==> config.mk <==
export PLATFORM = sky130hd
export DESIGN_NAME = mult2c_share_arb_flat
export DESIGN_NICKNAME = d
export VERILOG_FILES = /design/src/rtl/mult2c_pkg.sv /design/src/rtl/mult2c_share_arb_if.sv /design/src/rtl/mult2c_rr_pick.sv /design/src/rtl/mult2c_share_arb.sv /design/src/flat_wrapper.sv
export SDC_FILE = /design/constraint.sdc
export NUM_CORES = 1
export LEC_CHECK = 0
export ABC_AREA = 1
export CAP_MARGIN = 20
export CORE_MARGIN = 3
export CORE_UTILIZATION = 40
export DETAILED_ROUTE_END_ITERATION = 6
export PLACE_DENSITY = 0.68
export SKIP_CTS_REPAIR_TIMING = 1
export SLEW_MARGIN = 0
export SYNTH_ARGS = -nofsm -noshare
export SYNTH_HDL_FRONTEND = slang
export SYNTH_SLANG_ARGS = --single-unit
==> constraint.sdc <==
create_clock -name clk -period 2.7 [get_ports clk]
set_input_delay 0.27 -clock clk [delete_from_list [all_inputs] [get_ports clk]]
set_output_delay 0.27 -clock clk [all_outputs]
set_load 0.03 [all_outputs]
==> src/rtl/mult2c_pkg.sv <==
// Shared types and constants for the shared Q1.3 fractional-multiplier arbiter.
package mult2c_pkg;

   // Operand is signed Q1.3, product is signed Q1.6 (sign at bit 6).
   localparam int OP_W           = 4;
   localparam int PROD_W         = 7;
   localparam int OP_FRAC_BITS   = 3;
   localparam int PROD_FRAC_BITS = 6;
   localparam int PROD_SIGN_BIT  = PROD_W - 1;

   typedef enum logic [1:0] {
      ST_IDLE  = 2'd0,
      ST_START = 2'd1,
      ST_WAIT  = 2'd2,
      ST_RESP  = 2'd3
   } state_e;

endpackage

==> src/rtl/mult2c_share_arb_if.sv <==
// Requester-side and multiplier-side signals of the shared multiplier arbiter.
//
// Handshake: a requester holds req[i] high with stable operands until it sees
// the one-cycle ack[i] pulse (operands sampled), then drops or replaces req[i].
// The result arrives later as a one-cycle rsp_valid[i] pulse, qualifying
// rsp_product and rsp_err in that same cycle. There is no back-pressure on
// responses. Toward the multiplier, mul_st is a one-cycle start pulse with
// mul_mcand/mul_mplier stable; completion is the rising edge of mul_done.
interface mult2c_share_arb_if #(
   parameter int N_REQ = 4
);
   import mult2c_pkg::*;

   logic [N_REQ-1:0]      req;
   logic [OP_W*N_REQ-1:0] mcand_in;
   logic [OP_W*N_REQ-1:0] mplier_in;
   logic [N_REQ-1:0]      ack;
   logic [N_REQ-1:0]      rsp_valid;
   logic [PROD_W-1:0]     rsp_product;
   logic                  rsp_err;
   logic                  mul_st;
   logic [OP_W-1:0]       mul_mcand;
   logic [OP_W-1:0]       mul_mplier;
   logic [PROD_W-1:0]     mul_product;
   logic                  mul_done;

   // Arbiter side.
   modport slave (
      input  req, mcand_in, mplier_in, mul_product, mul_done,
      output ack, rsp_valid, rsp_product, rsp_err, mul_st, mul_mcand, mul_mplier
   );

   // Environment side: requesters plus the multiplier.
   modport master (
      output req, mcand_in, mplier_in, mul_product, mul_done,
      input  ack, rsp_valid, rsp_product, rsp_err, mul_st, mul_mcand, mul_mplier
   );

endinterface

==> src/rtl/mult2c_rr_pick.sv <==
// Rotating-priority pick: first set req bit after rr_ptr, wrapping around.
module mult2c_rr_pick #(
   parameter int N_REQ = 4,
   parameter int IDX_W = (N_REQ > 1) ? $clog2(N_REQ) : 1
) (
   input  logic [N_REQ-1:0] req,
   input  logic [IDX_W-1:0] rr_ptr,
   output logic [N_REQ-1:0] grant,
   output logic [IDX_W-1:0] gidx,
   output logic             any
);

   // Scan N_REQ positions starting just past rr_ptr; the first hit wins.
   always_comb begin
      grant = '0;
      gidx  = '0;
      any   = 1'b0;
      for (int k = 1; k <= N_REQ; k++) begin
         if (!any && req[(int'(rr_ptr) + k) % N_REQ]) begin
            any                                  = 1'b1;
            gidx                                 = IDX_W'((int'(rr_ptr) + k) % N_REQ);
            grant[(int'(rr_ptr) + k) % N_REQ]    = 1'b1;
         end
      end
   end

endmodule

==> src/rtl/mult2c_share_arb.sv <==
// Round-robin sequencer sharing one external Q1.3 multiplier among N_REQ
// requesters. Pure control plus operand/result registers.
module mult2c_share_arb
   import mult2c_pkg::*;
#(
   parameter int N_REQ     = 4,
   parameter int TIMEOUT   = 32,
   parameter int DRAIN_CYC = 8
) (
   input  logic              clk,
   input  logic              rst,
   mult2c_share_arb_if.slave bus,
   output logic              busy,
   output state_e            dbg_state
);

   localparam int IDX_W = $clog2(N_REQ);
   localparam int TMO_W = $clog2(TIMEOUT);
   localparam int DRN_W = $clog2(DRAIN_CYC + 1);

   state_e              state_q, state_d;
   logic [IDX_W-1:0]    rr_q, rr_d;
   logic [IDX_W-1:0]    gidx_q, gidx_d;
   logic [DRN_W-1:0]    drain_q, drain_d;
   logic [TMO_W-1:0]    tcnt_q, tcnt_d;
   logic                done_q, done_d;
   logic [PROD_W-1:0]   res_q, res_d;
   logic                err_q, err_d;
   logic [N_REQ-1:0]    ack_q, ack_d;
   logic [N_REQ-1:0]    rsp_valid_q, rsp_valid_d;
   logic [PROD_W-1:0]   rsp_product_q, rsp_product_d;
   logic                rsp_err_q, rsp_err_d;
   logic                busy_q, busy_d;
   logic                mul_st_q, mul_st_d;
   logic [OP_W-1:0]     mul_mcand_q, mul_mcand_d;
   logic [OP_W-1:0]     mul_mplier_q, mul_mplier_d;

   logic [N_REQ-1:0]    pick_grant;
   logic [IDX_W-1:0]    pick_idx;
   logic                pick_any;
   logic                done_edge;

   mult2c_rr_pick #(
      .N_REQ (N_REQ),
      .IDX_W (IDX_W)
   ) u_pick (
      .req    (bus.req),
      .rr_ptr (rr_q),
      .grant  (pick_grant),
      .gidx   (pick_idx),
      .any    (pick_any)
   );

   // mul_done may be a level, so only its rising edge counts as completion.
   assign done_edge = bus.mul_done & ~done_q;

   // Next-state and next-output logic; every output is registered (Moore).
   always_comb begin
      state_d       = state_q;
      rr_d          = rr_q;
      gidx_d        = gidx_q;
      drain_d       = drain_q;
      tcnt_d        = tcnt_q;
      done_d        = bus.mul_done;
      res_d         = res_q;
      err_d         = err_q;
      ack_d         = '0;
      rsp_valid_d   = '0;
      rsp_product_d = rsp_product_q;
      rsp_err_d     = rsp_err_q;
      mul_st_d      = 1'b0;
      mul_mcand_d   = mul_mcand_q;
      mul_mplier_d  = mul_mplier_q;

      case (state_q)
         ST_IDLE: begin
            if (drain_q != '0) begin
               // Let a multiplier left running across reset finish first.
               drain_d = drain_q - DRN_W'(1);
            end else if (pick_any) begin
               mul_mcand_d  = bus.mcand_in[int'(pick_idx)*OP_W +: OP_W];
               mul_mplier_d = bus.mplier_in[int'(pick_idx)*OP_W +: OP_W];
               gidx_d       = pick_idx;
               ack_d        = pick_grant;
               mul_st_d     = 1'b1;
               state_d      = ST_START;
            end
         end
         ST_START: begin
            tcnt_d  = '0;
            state_d = ST_WAIT;
         end
         ST_WAIT: begin
            tcnt_d = tcnt_q + TMO_W'(1);
            if (done_edge) begin
               res_d   = bus.mul_product;
               err_d   = 1'b0;
               state_d = ST_RESP;
            end else if (tcnt_q == TMO_W'(TIMEOUT - 1)) begin
               res_d   = '0;
               err_d   = 1'b1;
               state_d = ST_RESP;
            end
         end
         ST_RESP: begin
            rsp_valid_d[gidx_q] = 1'b1;
            rsp_product_d       = res_q;
            rsp_err_d           = err_q;
            rr_d                = gidx_q;
            state_d             = ST_IDLE;
         end
         default: state_d = ST_IDLE;
      endcase

      busy_d = (state_d != ST_IDLE) || (drain_q != '0);
   end

   // State and output registers; reset abandons any operation in flight.
   always_ff @(posedge clk) begin
      if (rst) begin
         state_q       <= ST_IDLE;
         rr_q          <= IDX_W'(N_REQ - 1);
         gidx_q        <= '0;
         drain_q       <= DRN_W'(DRAIN_CYC);
         tcnt_q        <= '0;
         done_q        <= 1'b0;
         res_q         <= '0;
         err_q         <= 1'b0;
         ack_q         <= '0;
         rsp_valid_q   <= '0;
         rsp_product_q <= '0;
         rsp_err_q     <= 1'b0;
         busy_q        <= 1'b0;
         mul_st_q      <= 1'b0;
         mul_mcand_q   <= '0;
         mul_mplier_q  <= '0;
      end else begin
         state_q       <= state_d;
         rr_q          <= rr_d;
         gidx_q        <= gidx_d;
         drain_q       <= drain_d;
         tcnt_q        <= tcnt_d;
         done_q        <= done_d;
         res_q         <= res_d;
         err_q         <= err_d;
         ack_q         <= ack_d;
         rsp_valid_q   <= rsp_valid_d;
         rsp_product_q <= rsp_product_d;
         rsp_err_q     <= rsp_err_d;
         busy_q        <= busy_d;
         mul_st_q      <= mul_st_d;
         mul_mcand_q   <= mul_mcand_d;
         mul_mplier_q  <= mul_mplier_d;
      end
   end

   assign bus.ack         = ack_q;
   assign bus.rsp_valid   = rsp_valid_q;
   assign bus.rsp_product = rsp_product_q;
   assign bus.rsp_err     = rsp_err_q;
   assign bus.mul_st      = mul_st_q;
   assign bus.mul_mcand   = mul_mcand_q;
   assign bus.mul_mplier  = mul_mplier_q;
   assign busy            = busy_q;
   assign dbg_state       = state_q;

endmodule

==> src/flat_wrapper.sv <==
// flat-port wrapper written by rule: the top's interface ports become plain ports
module mult2c_share_arb_flat import mult2c_pkg::*;
#(
   parameter int N_REQ     = 4,
   parameter int TIMEOUT   = 32,
   parameter int DRAIN_CYC = 8
)
  (clk, rst, busy, dbg_state, bus_req, bus_mcand_in, bus_mplier_in, bus_mul_product, bus_mul_done, bus_ack, bus_rsp_valid, bus_rsp_product, bus_rsp_err, bus_mul_st, bus_mul_mcand, bus_mul_mplier);
  mult2c_share_arb_if #(.N_REQ(N_REQ)) bus_i ();
  input  logic clk;
  input  logic rst;
  output logic busy;
  output state_e dbg_state;
  input wire logic [$bits(bus_i.req)-1:0] bus_req;
  input wire logic [$bits(bus_i.mcand_in)-1:0] bus_mcand_in;
  input wire logic [$bits(bus_i.mplier_in)-1:0] bus_mplier_in;
  input wire logic [$bits(bus_i.mul_product)-1:0] bus_mul_product;
  input wire logic [$bits(bus_i.mul_done)-1:0] bus_mul_done;
  output wire logic [$bits(bus_i.ack)-1:0] bus_ack;
  output wire logic [$bits(bus_i.rsp_valid)-1:0] bus_rsp_valid;
  output wire logic [$bits(bus_i.rsp_product)-1:0] bus_rsp_product;
  output wire logic [$bits(bus_i.rsp_err)-1:0] bus_rsp_err;
  output wire logic [$bits(bus_i.mul_st)-1:0] bus_mul_st;
  output wire logic [$bits(bus_i.mul_mcand)-1:0] bus_mul_mcand;
  output wire logic [$bits(bus_i.mul_mplier)-1:0] bus_mul_mplier;
  assign bus_i.req = bus_req;
  assign bus_i.mcand_in = bus_mcand_in;
  assign bus_i.mplier_in = bus_mplier_in;
  assign bus_i.mul_product = bus_mul_product;
  assign bus_i.mul_done = bus_mul_done;
  assign bus_ack = bus_i.ack;
  assign bus_rsp_valid = bus_i.rsp_valid;
  assign bus_rsp_product = bus_i.rsp_product;
  assign bus_rsp_err = bus_i.rsp_err;
  assign bus_mul_st = bus_i.mul_st;
  assign bus_mul_mcand = bus_i.mul_mcand;
  assign bus_mul_mplier = bus_i.mul_mplier;
  mult2c_share_arb #(.N_REQ(N_REQ), .TIMEOUT(TIMEOUT), .DRAIN_CYC(DRAIN_CYC)) u_core (.clk(clk), .rst(rst), .bus(bus_i), .busy(busy), .dbg_state(dbg_state));
endmodule
* Word-level counts from Yosys, hierarchy flattened
Cells that the tools add are included.
** Cells by class
- Shift operators :: 2
- Reduce and logical (&&, ||, !) cells :: 27
- Equality and inequality tests :: 4
- $add $sub $neg :: 6
- $lt $le $gt $ge :: 10
- Bitwise logic cells :: 13
- Multiplexer cells :: 45
** Operator list (count)
- $shiftx 16x5->4 :: 2
- $mux 1 :: 20
- $lt 3x4->1 const B :: 4
- $mux 2 :: 8
- $mux 4 :: 4
- $mux 7 :: 2
- $ge 3x1->1 const B :: 4
- $or 4x4->4 :: 3
- $demux 1 s2 :: 5
- $pmux 5 s2 :: 1
- $reduce_or 2->1 :: 5
- $bmux 1 s2 :: 4
- $logic_and 1x1->1 :: 8
- $pmux 2 s4 :: 1
- $reduce_bool 2->1 :: 3
- $add 5x1->5 const B :: 1
- $eq 5x5->1 const B :: 1
- $not 1->1 :: 5
- $add 2x1->2 const B :: 2
- $add 2x2->2 const B :: 2
- $and 1x1->1 const A :: 4
- $eq 2x2->1 const B :: 2
- $reduce_and 2->1 :: 2
- $reduce_bool 4->1 :: 1
- other kinds (11) :: 13
** Word-level totals
- Word-level logic and storage cells :: 123
- Register bits after elaboration :: 50
- Bits of input ports :: 46

* Longest topological paths before layout
Gate-level depths: netlist of the first run.
- Depth after elaboration :: 21
- Mapped depth :: 18
- Depth with buffers taken out :: 15

* By module
Synthesis of the first run repeated with hierarchy kept, for this count alone.
** Unflattened totals
- Cell total of the unflattened synthesis :: 432
- Area total of the unflattened synthesis :: 2892.8 um^2
** By module, submodules not included
- mult2c_share_arb :: area each 2357.3 um^2, instances 1, cells an instance 351, sequential area each 1001.0 um^2
- mult2c_rr_pick :: area each 535.5 um^2, instances 1, cells an instance 81, sequential area each 0.0 um^2

* Worst setup path before layout of the first run
Ideal clock, no wire load.
- Kind :: flip-flop to flip-flop
- From :: reg u_core.rr_q[0]
- To :: reg u_core.mul_mcand_q[0], in the netlist u_core.bus.mul_mcand[0]
- Path slack :: 493 ps
- Cell stages (with the launch flop) :: 17
- Data arrival time :: 2090 ps
- Clock period less this slack :: 2207 ps
- Buffers on the path :: 2
- Cell sequence :: dfxtp_1 buf_6 inv_4 buf_12 ha_1 inv_1 nand3_2 nand2_4 inv_2 nand2_2 nor2_4 nand2_2 nand3_2 nor2_1 nand3_1 nand2_1 nor2_1
** Between the ends
- Longest elaborated chain between the ends :: 15
- Elaborated cells on any way between the ends :: 32
- Those cells by class :: 4 x add/sub; 1 x shift; 20 x mux; 7 x reduce/logical
** Ends and longest elaborated chain
- from (decl) :: line mult2c_share_arb.sv:22 : logic [IDX_W-1:0] rr_q, rr_d;
- from (signal assigned) :: line mult2c_share_arb.sv:122 : rr_q <= IDX_W'(N_REQ - 1);
- from (signal assigned) :: line mult2c_share_arb.sv:139 : rr_q <= rr_d;
- $add 2x1->2 :: line mult2c_rr_pick.sv:19, mult2c_rr_pick.sv:21
- $bmux 1 s2 :: line mult2c_rr_pick.sv:19 : if (!any && req[(int'(rr_ptr) + k) % N_REQ]) begin
- $mux 1 (not written as such) (2 in series) :: line mult2c_rr_pick.sv:19
- $mux 1 :: line mult2c_rr_pick.sv:19
- $logic_not 1->1 :: line mult2c_rr_pick.sv:19
- $logic_and 1x1->1 :: line mult2c_rr_pick.sv:19
- $mux 1 :: line mult2c_rr_pick.sv:19
- $logic_not 1->1 :: line mult2c_rr_pick.sv:19
- $logic_and 1x1->1 :: line mult2c_rr_pick.sv:19
- $mux 1 :: line mult2c_rr_pick.sv:19
- $logic_not 1->1 :: line mult2c_rr_pick.sv:19
- $logic_and 1x1->1 :: line mult2c_rr_pick.sv:19
- $mux 2 / $mux 1 (equally long branches) :: line mult2c_rr_pick.sv:19
- $shiftx 16x5->4 / $reduce_and 3->1 (equally long branches)
- to (signal assigned) :: line mult2c_share_arb.sv:152 : mul_mcand_q <= mul_mcand_d;
- to (decl) :: line mult2c_share_arb.sv:35 : logic [OP_W-1:0] mul_mcand_q, mul_mcand_d;
Parallel ways exist; a longest one is shown, timed or not. The select of a mux whose other input is x is not followed.
A chain may end at the register's enable or synchronous reset.

* Final worst setup path of the first run
- From :: reg u_core.rr_q[1]
- To :: reg u_core.mul_mcand_q[2], in the netlist u_core.bus.mul_mcand[2]
Same word-level chain as after synthesis.

==> reports/results.txt, run 1 <==
Share of async-settable or async-resettable flops after synthesis: 0%. The type of the worst min-delay path was reg2reg. Transition time at the pin with the least slew margin: 0.676 ns. The routed design has 6.84 mm of wire.

VDD sags by at most 0.346 mV. Buffers inserted during clock tree synthesis total 5. The area growth from synthesis to layout is 30.9%.

For the count of vias placed by the detailed router, the log shows 2709. Hold violation count in the final report: 0. The repair_antennas step left the layout with diodes totalling 0. The flow ran to the end, and the final reports show no timing, DRC or antenna violations.

Number of max-slew violations in the final report: 0. The pre-antenna-repair detailed-routing pass consisted of 4 iterations. In this run the power density over the cells is 573 nW/um^2. The tools report the proportion of power drawn by flip-flops and latches as 42.3%. The initial antenna violation count was 0. The wire length per cell after detailed routing came out at 12.1 um. The worst path uses 87.5% of the clock period.

Max-cap violations in this run came to 0. Measured along the x axis, the die boundary spans 90.1 um. For the residual DRC count, the log shows 0.

TritonCTS built the clock tree. The run gives 0 as the total of warnings raised by yosys. On the final layout, the worst hold slack is 0.462 ns. The synthesized netlist occupies a cell area of 2830 um^2. A synthesized cell averages 7.16 um^2. In the synthesized netlist the dominant register cell turns out to be dfxtp_1. Setup violations remaining at the end of the flow were counted as 0. Data on the critical path arrives at its endpoint at 2.61 ns. The highest net fanout along the worst path was 8. The run gives 37.4% as the portion of total power attributed to combinational logic. For the max-slew headroom at the worst pin, the log shows 54.9%. For this configuration, the core starts out at a cell density of 41.4%.

The run gives 1.34 mW as the internal power summed over all cells. The overall fraction of global-route tracks in use is 17.5%. After clock tree synthesis, the clock-pin slew on the worst setup and hold paths is 0.09 ns. The clock net in this run drives a total of 50 sinks. The design draws 2.12 mW.

The maximum operating frequency is 423 MHz. The worst path in the final design needs a cycle of 2.36 ns, including I/O delays and setup. Synthesis inferred 50 register bits. Die span in y: 90.1 um. The worst setup path is captured at a register.

Critical path required time: 2.95 ns. The logs give 0.00713 ns for the clock skew and 457 for the net count of the mapped netlist. The total overflow left after global routing is 0. nand2_1 is the most common cell in the netlist. Summed over its instances, the top area cell type makes up 35.4% of the synthesized netlist area. Setup repair after global routing left no endpoint under its margin. The HPWL after detailed placement is 5.10 mm.

Entering global routing, the biggest net connects 24 pins. Clock latency on the worst-skew pair, taken at its later pin, is 0.30 ns. Counting every instance in the synthesized netlist gives 395. The via count of the first global-routing pass is 2693. In this run switching power makes up 36.7% of total power. The run gives 0.859 as the weighted congestion reported at the end of routability-driven placement.

The number of enable-type register cells in the synthesized netlist is 0, and the count of H-tree levels built during CTS is 2. The floorplan step defined a core boundary enclosing 6830 um^2. The share of layout cells above drive strength 1 is 10.3%. The first global-routing pass estimated 12.0 mm of wire.

Sequential cells were found to cover 35.4% of the synthesized design area. The tools report the leakage power as 1.70 nW. Yosys attributes the largest share of cell area to dfxtp_1 (35%), nand2_1 (10%), nand3_1 (8.5%).

The tree is rooted in a clkbuf_8. The logs give 529 for the layout net count and 779 uW for the net switching power of the design. For the standard-cell row count, the log shows 30. Fraction of power consumed by the clock network: 20.3%. The tools report the number of different library cells in the post-synthesis netlist as 35. Using the TritonRoute via totals, the vias-per-cell ratio works out to 4.80. The quantity of I/O buffers inserted on ports came out at 73. For the final routed database, the setup TNS stands at 0 ns.

The critical path start-end classification is reg2reg. Area enclosed by the die boundary: 8120 um^2. The cell type with the highest aggregate area in the netlist was dfxtp_1.

The clock passes through at most 2 buffers. The kind of start point of the critical path is a register. 74 I/O pins were placed. After the first detailed-routing iteration, the DRC count stood at 125. For the number of nets with antenna violations after detailed routing, the log shows 0. Sorting the synthesized cells by how often they occur yields nand2_1 (76), inv_1 (51), dfxtp_1 (50).
per-layer routing:
layer | vias to the layer above | track usage [%] | part of all wire [%] | wire length, um
li1 | 1411 | - | - | -
met3 | 10 | 4.10 | 5.6 | 380
met2 | 87 | 29.9 | 46 | 3160
met1 | 1201 | 21.9 | 47 | 3190
met5 | - | 0 | 0 | 0
met4 | 0 | 5.36 | 1.6 | 108
worst max-delay path, stage by stage (launching register included):
cell,delay [ns]
dfxtp_2,0.41
inv_1,0.16
ha_1,0.37
inv_1,0.14
nand3_2,0.12
nand2_4,0.13
inv_2,0.08
nand2_2,0.09
nor2_4,0.04
nand2_2,0.08
inv_2,0.03
nor2_1,0.28
nand3_1,0.14
nand3_1,0.13
nand2_1,0.06
inv_1,0.05
power groups by stage:
stage	logic [mW]	clock network [mW]	registers (mW)
floorplan	0.437	0	1.01
global placement	0.782	0	0.912
detailed placement	0.790	0	0.913
CTS	0.793	0.448	0.898
global route	0.884	0.478	0.910
finish	0.793	0.430	0.897
final timing paths:
check,start,end,slack [ns],depth (start not counted)
worst max-delay path,u_core.rr_q[1],u_core.bus.mul_mcand[2],0.34,15
worst min-delay path,u_core.drain_q[0],u_core.drain_q[0],0.46,1
worst max register to register,u_core.rr_q[1],u_core.bus.mul_mcand[2],0.34,15
worst min register to register,u_core.drain_q[0],u_core.drain_q[0],0.46,1
cell families after synthesis:
kind of cell	count (synthesis)	synth area share [%]
AND/OR/NAND/NOR	205	35.7
buffers and inverters	69	11.2
AO/OA/AOI/OAI	55	10.7
flip-flops	50	35.4
adder cells (fa/ha/maj)	16	7.08
registers in the layout, indices dropped and copies added, names as in the netlist, 2 cells and up:
name                    cells
u_core.tcnt_q               5
u_core.bus.ack              4
u_core.res_q                7
u_core.bus.rsp_product      7
u_core.gidx_q               2
u_core.bus.mul_mcand        4
u_core.drain_q              4
u_core.bus.mul_mplier       4
u_core.dbg_state            2
u_core.rr_q                 2
u_core.bus.rsp_valid        4
cell usage in the layout, fill, tap and decap left out, types with 2 or more instances in the layout:
cell type / Yosys / final
a211oi_1: 3 / 3
nor2_1: 40 / 40
nor2_2: 3 / 3
clkbuf_8: 0 / 5
nand3b_1: 4 / 4
nand2_4: 4 / 4
nor3_1: 4 / 4
nand2_1: 76 / 76
nand2_2: 10 / 10
clkdlybuf4s50_1: 0 / 73
a21oi_2: 2 / 2
o21ai_0: 24 / 24
a21oi_1: 22 / 22
inv_2: 3 / 2
nand3_1: 48 / 48
nor3b_1: 2 / 2
dfxtp_1: 50 / 49
buf_4: 2 / 5
inv_1: 51 / 51
nand3_2: 5 / 5
nand4_1: 2 / 2
nor2_4: 3 / 3
inv_4: 1 / 2
ha_1: 16 / 16
metrics by stage:
step                      util, %  setup WS [ns]  cell area [um^2]  cells
final                        54.2          0.337              3700    564
after global routing         54.2         0.0782              3700    564
after CTS                    54.2          0.134              3700    564
after detailed placement     52.9          0.166              3610    556
after global placement       52.9          0.271              3610    556
after floorplan                 -          0.493              2830    395
cell type report:
| type | count | area [um^2] |
|---|---|---|
| flip-flops and latches | 50 | 1000 |
| well taps | 96 | 120 |
| clock inverters | 2 | 13.8 |
| inverters | 56 | 215 |
| fillers | 688 | 3130 |
| repair buffers | 78 | 768 |
| multi-input cells | 276 | 1510 |
| clock buffers | 6 | 72.6 |
Note: power is estimated with default switching activity, not from simulation.
==> run 2, diff against run 1 <==
Settings changed: CORE_UTILIZATION 40 to 49, HOLD_SLACK_MARGIN from default to 0.1, PLACE_DENSITY 0.68 to 0.8.
==> run 2 against run 1 <==
Against the previous run:
- setup slack worse by 0.033 ns
- sequential share of layout area increased by 0.26 points
- non-clock buffer count did not move
- clock power rose by 2%
- highest routed layer unchanged
- critical endpoint is now u_core.bus.ack[3]
- register-to-register slack worse by 0.03 ns
- via count down 0.55%
- core utilization increased by 12 points
- critical path depth stayed put
- final area is 0.84% lower
- final cell count fell by 4.3%
- count of clock-buffer cells in the layout unchanged
==> reports/results.txt, run 2 (synthesis results as in run 1) <==
The flow ran to the end, and the final reports show no timing, DRC or antenna violations. The logs give 2 (unchanged) for the number of buffers on the longest clock path and 11.1 mm (was 12.0 mm) for the global-route wire length before repair. TritonCTS built the clock tree. The fraction of power consumed by the clock network was 20.7% (was 20.3%). The switching portion of total power is 36.8% (was 36.7%). The endpoint of the most critical register-to-register path is u_core.bus.ack[3] (was u_core.bus.mul_mcand[2]). The HPWL after detailed placement is 5.17 mm (was 5.10 mm). Count of maximum capacitance violations: 0 (unchanged). Cells traversed along the worst timing path: inv_1, ha_1, inv_1, nand3_2, nand2_4, inv_2, nand2_2, nor2_4, nand2_2, nand2_2, inv_2, nand2_2, inv_1, nand2_1, inv_1 (was inv_1, ha_1, inv_1, nand3_2, nand2_4, inv_2, nand2_2, nor2_4, nand2_2, inv_2, nor2_1, nand3_1, nand3_1, nand2_1, inv_1). The launch point of the worst path is u_core.rr_q[1] (unchanged). The number of buffers inserted during clock tree synthesis came out at 5 (unchanged). The hold violation count in the final report was 0 (unchanged); the count of cells along the worst hold path was 1 (unchanged). The run gives 0.416 mV (was 0.346 mV) as the highest ir drop seen on vdd. The logs give 5540 um^2 (was 6830 um^2) for the area inside the core boundary and 0 (unchanged) for the residual DRC count. The signed area change from the synthesized netlist to the final layout came out at 29.8% (was 30.9%).

Utilization after layout: 66.3% (was 54.2%). The multi-input combinational cell area was 1510 um^2 (unchanged); the filler cell count in the final layout was 495 (was 688). The run gives 0.304 ns (was 0.337 ns) as the final setup slack of the worst path. The run gives 0 (unchanged) as the number of max-slew violations in the final report. The type of the worst min-delay path was reg2reg (unchanged). The number of inserted diodes is 0 (unchanged). The count of vias placed by the detailed router was 2694 (was 2709). The worst setup slack after placement was 0.200 ns (was 0.166 ns).

Hold-critical path endpoint: u_core.drain_q[0] (unchanged). The root cell of the clock tree is clkbuf_8 (unchanged). Area enclosed by the die boundary: 6720 um^2 (was 8120 um^2). Commonest cells after routing, fill and taps aside: nand2_1 (76), clkdlybuf4s50_1 (73), inv_1 (51) (unchanged). For the insertion delay to the later sink of the worst-skew pair, the log shows 0.31 ns (was 0.30 ns). Leading cell type in the layout, fill and taps excluded: nand2_1 (unchanged).

The cell area after layout is 3670 um^2 (was 3700 um^2), and the final setup TNS is 0 ns (unchanged). The proportion of power drawn by flip-flops and latches was 42.3% (about the same); the number of sinks on the clock net was 50 (unchanged). Worst hold path startpoint: u_core.drain_q[0] (unchanged). For the overall fraction of global-route tracks in use, the log shows 20.8% (was 17.5%). The layout net count is 529 (unchanged).

Setup repair after global routing left no endpoint under its margin. For the total chip power, the log shows 2.12 mW (about the same). The cell type of the slowest stage on the worst timing path is dfxtp_2 (unchanged). The highest net fanout along the worst path was 13 (was 8); the arrival time reported for the critical path endpoint was 2.65 ns (was 2.61 ns). The number of DRC violations after detailed-routing iteration 0 was 124 (was 125). The weighted congestion reported at the end of routability-driven placement was 0.870 (was 0.859). The logs give 2.95 ns (about the same) for the critical path required time and 22 (was 24) for the pin count of the biggest net entering global routing. The area used by sequential logic in the layout was 1000 um^2 (about the same). The total placed cells including tap cells is 532 (was 556). The maximum operating frequency was 417 MHz (was 423 MHz).

The count of H-tree levels built during CTS was 2 (unchanged). The filler-free cell count of the finished design is 540 (was 564). The fraction of the cycle the final worst path needs was 88.8% (was 87.5%). For the total placed instance area, the log shows 3580 um^2 (was 3610 um^2).

The reg-to-reg critical path startpoint is u_core.rr_q[1] (unchanged). The post-route minimum period came out at 2.40 ns (was 2.36 ns). Via count normalized by instance count: 4.99 (was 4.80).

Wire length per cell after detailed routing: 12.6 um (was 12.1 um). The number of endpoints failing setup at the final stage is 0 (unchanged), and the number of nets with antenna violations after detailed routing is 0 (unchanged). The final worst hold slack was 0.471 ns (was 0.462 ns); the via count of the first global-routing pass was 2540 (was 2693). For the standard-cell row count, the log shows 27 (was 30). The die span in y works out to 82.0 um (was 90.1 um). The run gives 1.34 mW (about the same) as the internal power summed over all cells. Kind of start point of the critical path: a register (unchanged). Share of layout cells above drive strength 1: 10.5% (was 10.3%). Length in cells of the worst reg-to-reg path: 15 (unchanged). The run gives 0.00810 ns (was 0.00713 ns) as the clock skew.

Largest stage delay on the critical path: 0.41 ns (about the same). The max-slew headroom at the worst pin was 68.7% (was 54.9%); the transition time at the pin with the least slew margin was 0.469 ns (was 0.676 ns). The overall die width works out to 82.0 um (was 90.1 um).

The number of detailed-routing iterations run before antenna repair was 4 (unchanged); the worst reg-to-reg setup slack was 0.30 ns (was 0.34 ns). Endpoint kind of the worst setup timing path: a register (unchanged). Quantity of I/O buffers inserted on ports: 73 (unchanged).

The net switching power of the design is 782 uW (was 779 uW), and the total overflow reported by the global router is 0 (unchanged). The initial antenna violation count was 0 (unchanged). The dominant delay contributor by cell family on the critical path was buffers and inverters (was simple AND/OR/NAND/NOR gates). The portion of total power attributed to combinational logic is 37.0% (was 37.4%), and the leakage power is 1.70 nW (about the same). The overall routed net length is 6.81 mm (was 6.84 mm). The number of ports placed on the die boundary came out at 74 (unchanged). The effective utilization at floorplan is 51.1% (was 41.4%), and the power per unit of standard cell area is 578 nW/um^2 (was 573 nW/um^2). The clock transition at the register clock pins on the worst setup and hold paths after CTS works out to 0.09 ns (about the same). The number of buffers and inverters on the critical path is 6 (was 5).

The critical path start-end classification is reg2reg (unchanged).
## run 2: changes by cell type in the layout (fill, tap and decap cells not counted)
cell | before | now
dfxtp_1 | 49 | 48
dfxtp_2 | 1 | 2
inv_2 | 2 | 3
inv_4 | 2 | 1
## run 2: worst max path at each step
stage | endpoint | slack (ns) | cells past startpoint
after floorplan | u_core.bus.mul_mcand[0] | 0.49 | 16
after global placement | u_core.bus.mul_mcand[0] | 0.31 | 14
after detailed placement | u_core.bus.ack[3] | 0.20 | 15
after CTS | u_core.bus.ack[3] | 0.17 | 15
after global routing | u_core.bus.mul_mcand[1] | 0.05 | 14
final | u_core.bus.ack[3] | 0.30 | 15
## run 2: power groups by stage
stage	registers [mW]	logic, mW	clock network, mW
CTS	0.898	0.792	0.450
floorplan	1.01	0.437	0
finish	0.898	0.786	0.438
global route	0.910	0.882	0.473
global placement	0.911	0.776	0
detailed placement	0.913	0.787	0
## run 2: layout make-up
cell class,instances,area share [%]
Sequential cell,50,27.3
Tap cell,72,2.45
Timing Repair Buffer,78,20.9
Inverter,56,5.79
Clock buffer,6,1.98
Clock inverter,2,0.375
Multi-Input combinational cell,276,41.2
## run 2: routing by layer
metal  part of all wire, %  wire [um]  up-vias  track usage, %
met5                     0          0        -               0
met3                   7.7        527       10            5.15
met2                    45       3090       82            36.6
met4                   1.5        100        0            6.15
li1                      -          -     1411               -
met1                    45       3090     1191            24.8
==> run 3, diff against run 2 <==
Settings changed: CELL_PAD_IN_SITES_DETAIL_PLACEMENT from default to 2, CELL_PAD_IN_SITES_GLOBAL_PLACEMENT from default to 2, CORE_UTILIZATION 49 to 27, PLACE_DENSITY 0.8 to default, PLACE_DENSITY_LB_ADDON from default to 0.1.
==> run 3 against run 2 <==
Against the previous run:
- die area rose by 75%
- non-clock buffer count rose by 5
- core utilization fell by 28 points
- wire length rose by 35%
- via count rose by 5.4%
- first-iteration DRC count fell by 60%
- clock skew fell by 0.0021 ns
- register-to-register slack improved by 0.09 ns
- hold slack got worse by 0.014 ns
- maximum frequency rose by 4.0%
==> reports/results.txt, run 3 (synthesis results as in run 1) <==
Overall routed net length: 9.17 mm (was 6.81 mm). The tools report the number of buffers inserted during clock tree synthesis as 5 (unchanged). The run gives 11700 um^2 (was 6720 um^2) as the area enclosed by the die boundary. The run gives 534 (was 529) as the layout net count. The count of maximum capacitance violations was 0 (unchanged); the post-route minimum period was 2.30 ns (was 2.40 ns). The logs give 28.3% (was 51.1%) for the effective utilization at floorplan and 1.73 nW (was 1.70 nW) for the leakage power.

The via count normalized by instance count came out at 4.68 (was 4.99). The number of max-slew violations in the final report is 0 (unchanged), and the total overflow reported by the global router is 0 (unchanged). The share of layout cells above drive strength 1 is 11.6% (was 10.5%), and the number of nets with antenna violations after detailed routing is 0 (unchanged). The residual DRC count is 0 (unchanged).

Commonest cells after routing, fill and taps aside: nand2_1 (76), clkdlybuf4s50_1 (73), inv_1 (51) (unchanged). For the global-route wire length before repair, the log shows 15.2 mm (was 11.1 mm). The root cell of the clock tree is clkbuf_8 (unchanged). The clock skew was 0.00599 ns (was 0.00810 ns); the utilization after layout was 38.1% (was 66.3%).

The clock transition at the register clock pins on the worst setup and hold paths after CTS is 0.10 ns (was 0.09 ns), and the number of ports placed on the die boundary is 74 (unchanged). TritonCTS built the clock tree. The insertion delay to the later sink of the worst-skew pair was 0.31 ns (about the same). The leading cell type in the layout, fill and taps excluded is nand2_1 (unchanged). The type of the worst min-delay path is reg2reg (unchanged). The overall die width is 108 um (was 82.0 um), and the number of inserted diodes is 0 (unchanged). The tools report the kind of start point of the critical path as a register (unchanged). The transition time at the pin with the least slew margin was 0.379 ns (was 0.469 ns). The run gives 7.15 mm (was 5.17 mm) as the HPWL after detailed placement. Endpoint kind of the worst setup timing path: a register (unchanged).

The via count of the first global-routing pass was 3152 (was 2540); the area inside the core boundary was 10000 um^2 (was 5540 um^2). The arrival time reported for the critical path endpoint is 2.51 ns (was 2.65 ns), and the number of buffers on the longest clock path is 2 (unchanged). The run gives 0.395 ns (was 0.304 ns) as the final setup slack of the worst path.

Setup repair after global routing left no endpoint under its margin. The count of cells along the worst hold path is 1 (unchanged), and the power per unit of standard cell area is 601 nW/um^2 (was 578 nW/um^2). The critical path required time was 2.91 ns (was 2.95 ns). For the hold violation count in the final report, the log shows 0 (unchanged).

The quantity of I/O buffers inserted on ports was 73 (unchanged); the number of detailed-routing iterations run before antenna repair was 4 (unchanged). The run gives 22 (unchanged) as the pin count of the biggest net entering global routing. The maximum operating frequency came out at 434 MHz (was 417 MHz). The tools report the reg-to-reg critical path startpoint as u_core.rr_q[1] (unchanged). Standard-cell row count: 36 (was 27).

The worst hold path startpoint was u_core.drain_q[0] (unchanged). Worst setup slack after placement: 0.275 ns (was 0.200 ns). The die span in y is 108 um (was 82.0 um).

The overall fraction of global-route tracks in use is 16.4% (was 20.8%). The endpoint of the most critical register-to-register path is u_core.bus.mul_mcand[1] (was u_core.bus.ack[3]). The hold-critical path endpoint was u_core.drain_q[0] (unchanged). The critical path start-end classification was reg2reg (unchanged). The run gives 2 (unchanged) as the count of H-tree levels built during CTS. The count of vias placed by the detailed router was 2839 (was 2694); the length in cells of the worst reg-to-reg path was 14 (was 15). The tools report the initial antenna violation count as 0 (unchanged). The tools report the number of sinks on the clock net as 50 (unchanged). The max-slew headroom at the worst pin was 74.5% (was 68.7%); the final setup TNS was 0 ns (unchanged).

The run gives 0.222 mV (was 0.416 mV) as the highest ir drop seen on vdd. The signed area change from the synthesized netlist to the final layout was 34.8% (was 29.8%); the number of DRC violations after detailed-routing iteration 0 was 49 (was 124). The flow ran to the end, and the final reports show no timing, DRC or antenna violations. Fraction of the cycle the final worst path needs: 85.4% (was 88.8%). The run gives 0.776 (was 0.870) as the weighted congestion reported at the end of routability-driven placement. Highest net fanout along the worst path: 8 (was 13). The total chip power is 2.29 mW (was 2.12 mW), and the cell area after layout is 3810 um^2 (was 3670 um^2).

For the number of endpoints failing setup at the final stage, the log shows 0 (unchanged). The total placed instance area is 3700 um^2 (was 3580 um^2), and the wire length per cell after detailed routing is 15.1 um (was 12.6 um). The worst reg-to-reg setup slack is 0.40 ns (was 0.30 ns).
-- run 3: changes by cell type in the layout (fill, tap and decap cells not counted), sizes merged --
cell | before | now
bufinv | 0 | 1
inv | 55 | 56
clkinv | 3 | 2
buf | 5 | 10
clkbuf | 6 | 5
-- run 3: worst max-delay path, stage by stage (launching register included) --
cell and delay [ns]:
dfxtp_2 0.42, inv_1 0.08, ha_1 0.34, inv_1 0.15, nand3_2 0.13, nand2_4 0.13
inv_2 0.08, nand2_2 0.08, nor2_4 0.04, nand2_2 0.08, nand3_2 0.18, nor2_1 0.25
nand3_1 0.11, nand2_1 0.08, nor2_1 0.04
-- run 3: layer usage --
metal,share of wire [%],wire (um),GRT usage (%),vias to the layer above
met1,44,4070,19.2,1373
met5,0,0,0,-
li1,-,-,-,1418
met3,3.2,293,2.87,6
met4,1.0,96,4.06,0
met2,51,4710,30.9,42
-- run 3: worst max path at each step --
stage,startpoint,slack (ns),to
floorplan,u_core.rr_q[0],0.49,u_core.bus.mul_mcand[0]
global placement,u_core.rr_q[1],0.35,u_core.bus.mul_mcand[3]
detailed placement,u_core.rr_q[1],0.28,u_core.bus.mul_mplier[1]
CTS,u_core.rr_q[1],0.23,u_core.bus.mul_mplier[1]
global route,u_core.rr_q[1],0.13,u_core.bus.mul_mcand[1]
finish,u_core.rr_q[1],0.40,u_core.bus.mul_mcand[1]
-- run 3: cell type report --
type	instances	area, um^2
fillers	1195	6190
multi-input cells	276	1510
flip-flops and latches	50	1000
repair buffers	83	806
inverters	56	213
well taps	133	166
clock buffers	5	68.8
clock inverters	3	43.8
-- run 3: report_power, final --
group          leakage, nW  internal [mW]  switching [mW]
clock network       0.0585          0.278           0.280
logic                 1.27          0.330           0.503
registers            0.405          0.837          0.0614
total                 1.73           1.44           0.845
-- run 3: through the flow --
step	cells	hold slack (ns)
final	606	0.457
after floorplan	395	0.395
after detailed placement	598	0.447
after CTS	606	0.458
after global routing	606	0.478
after global placement	598	0.442
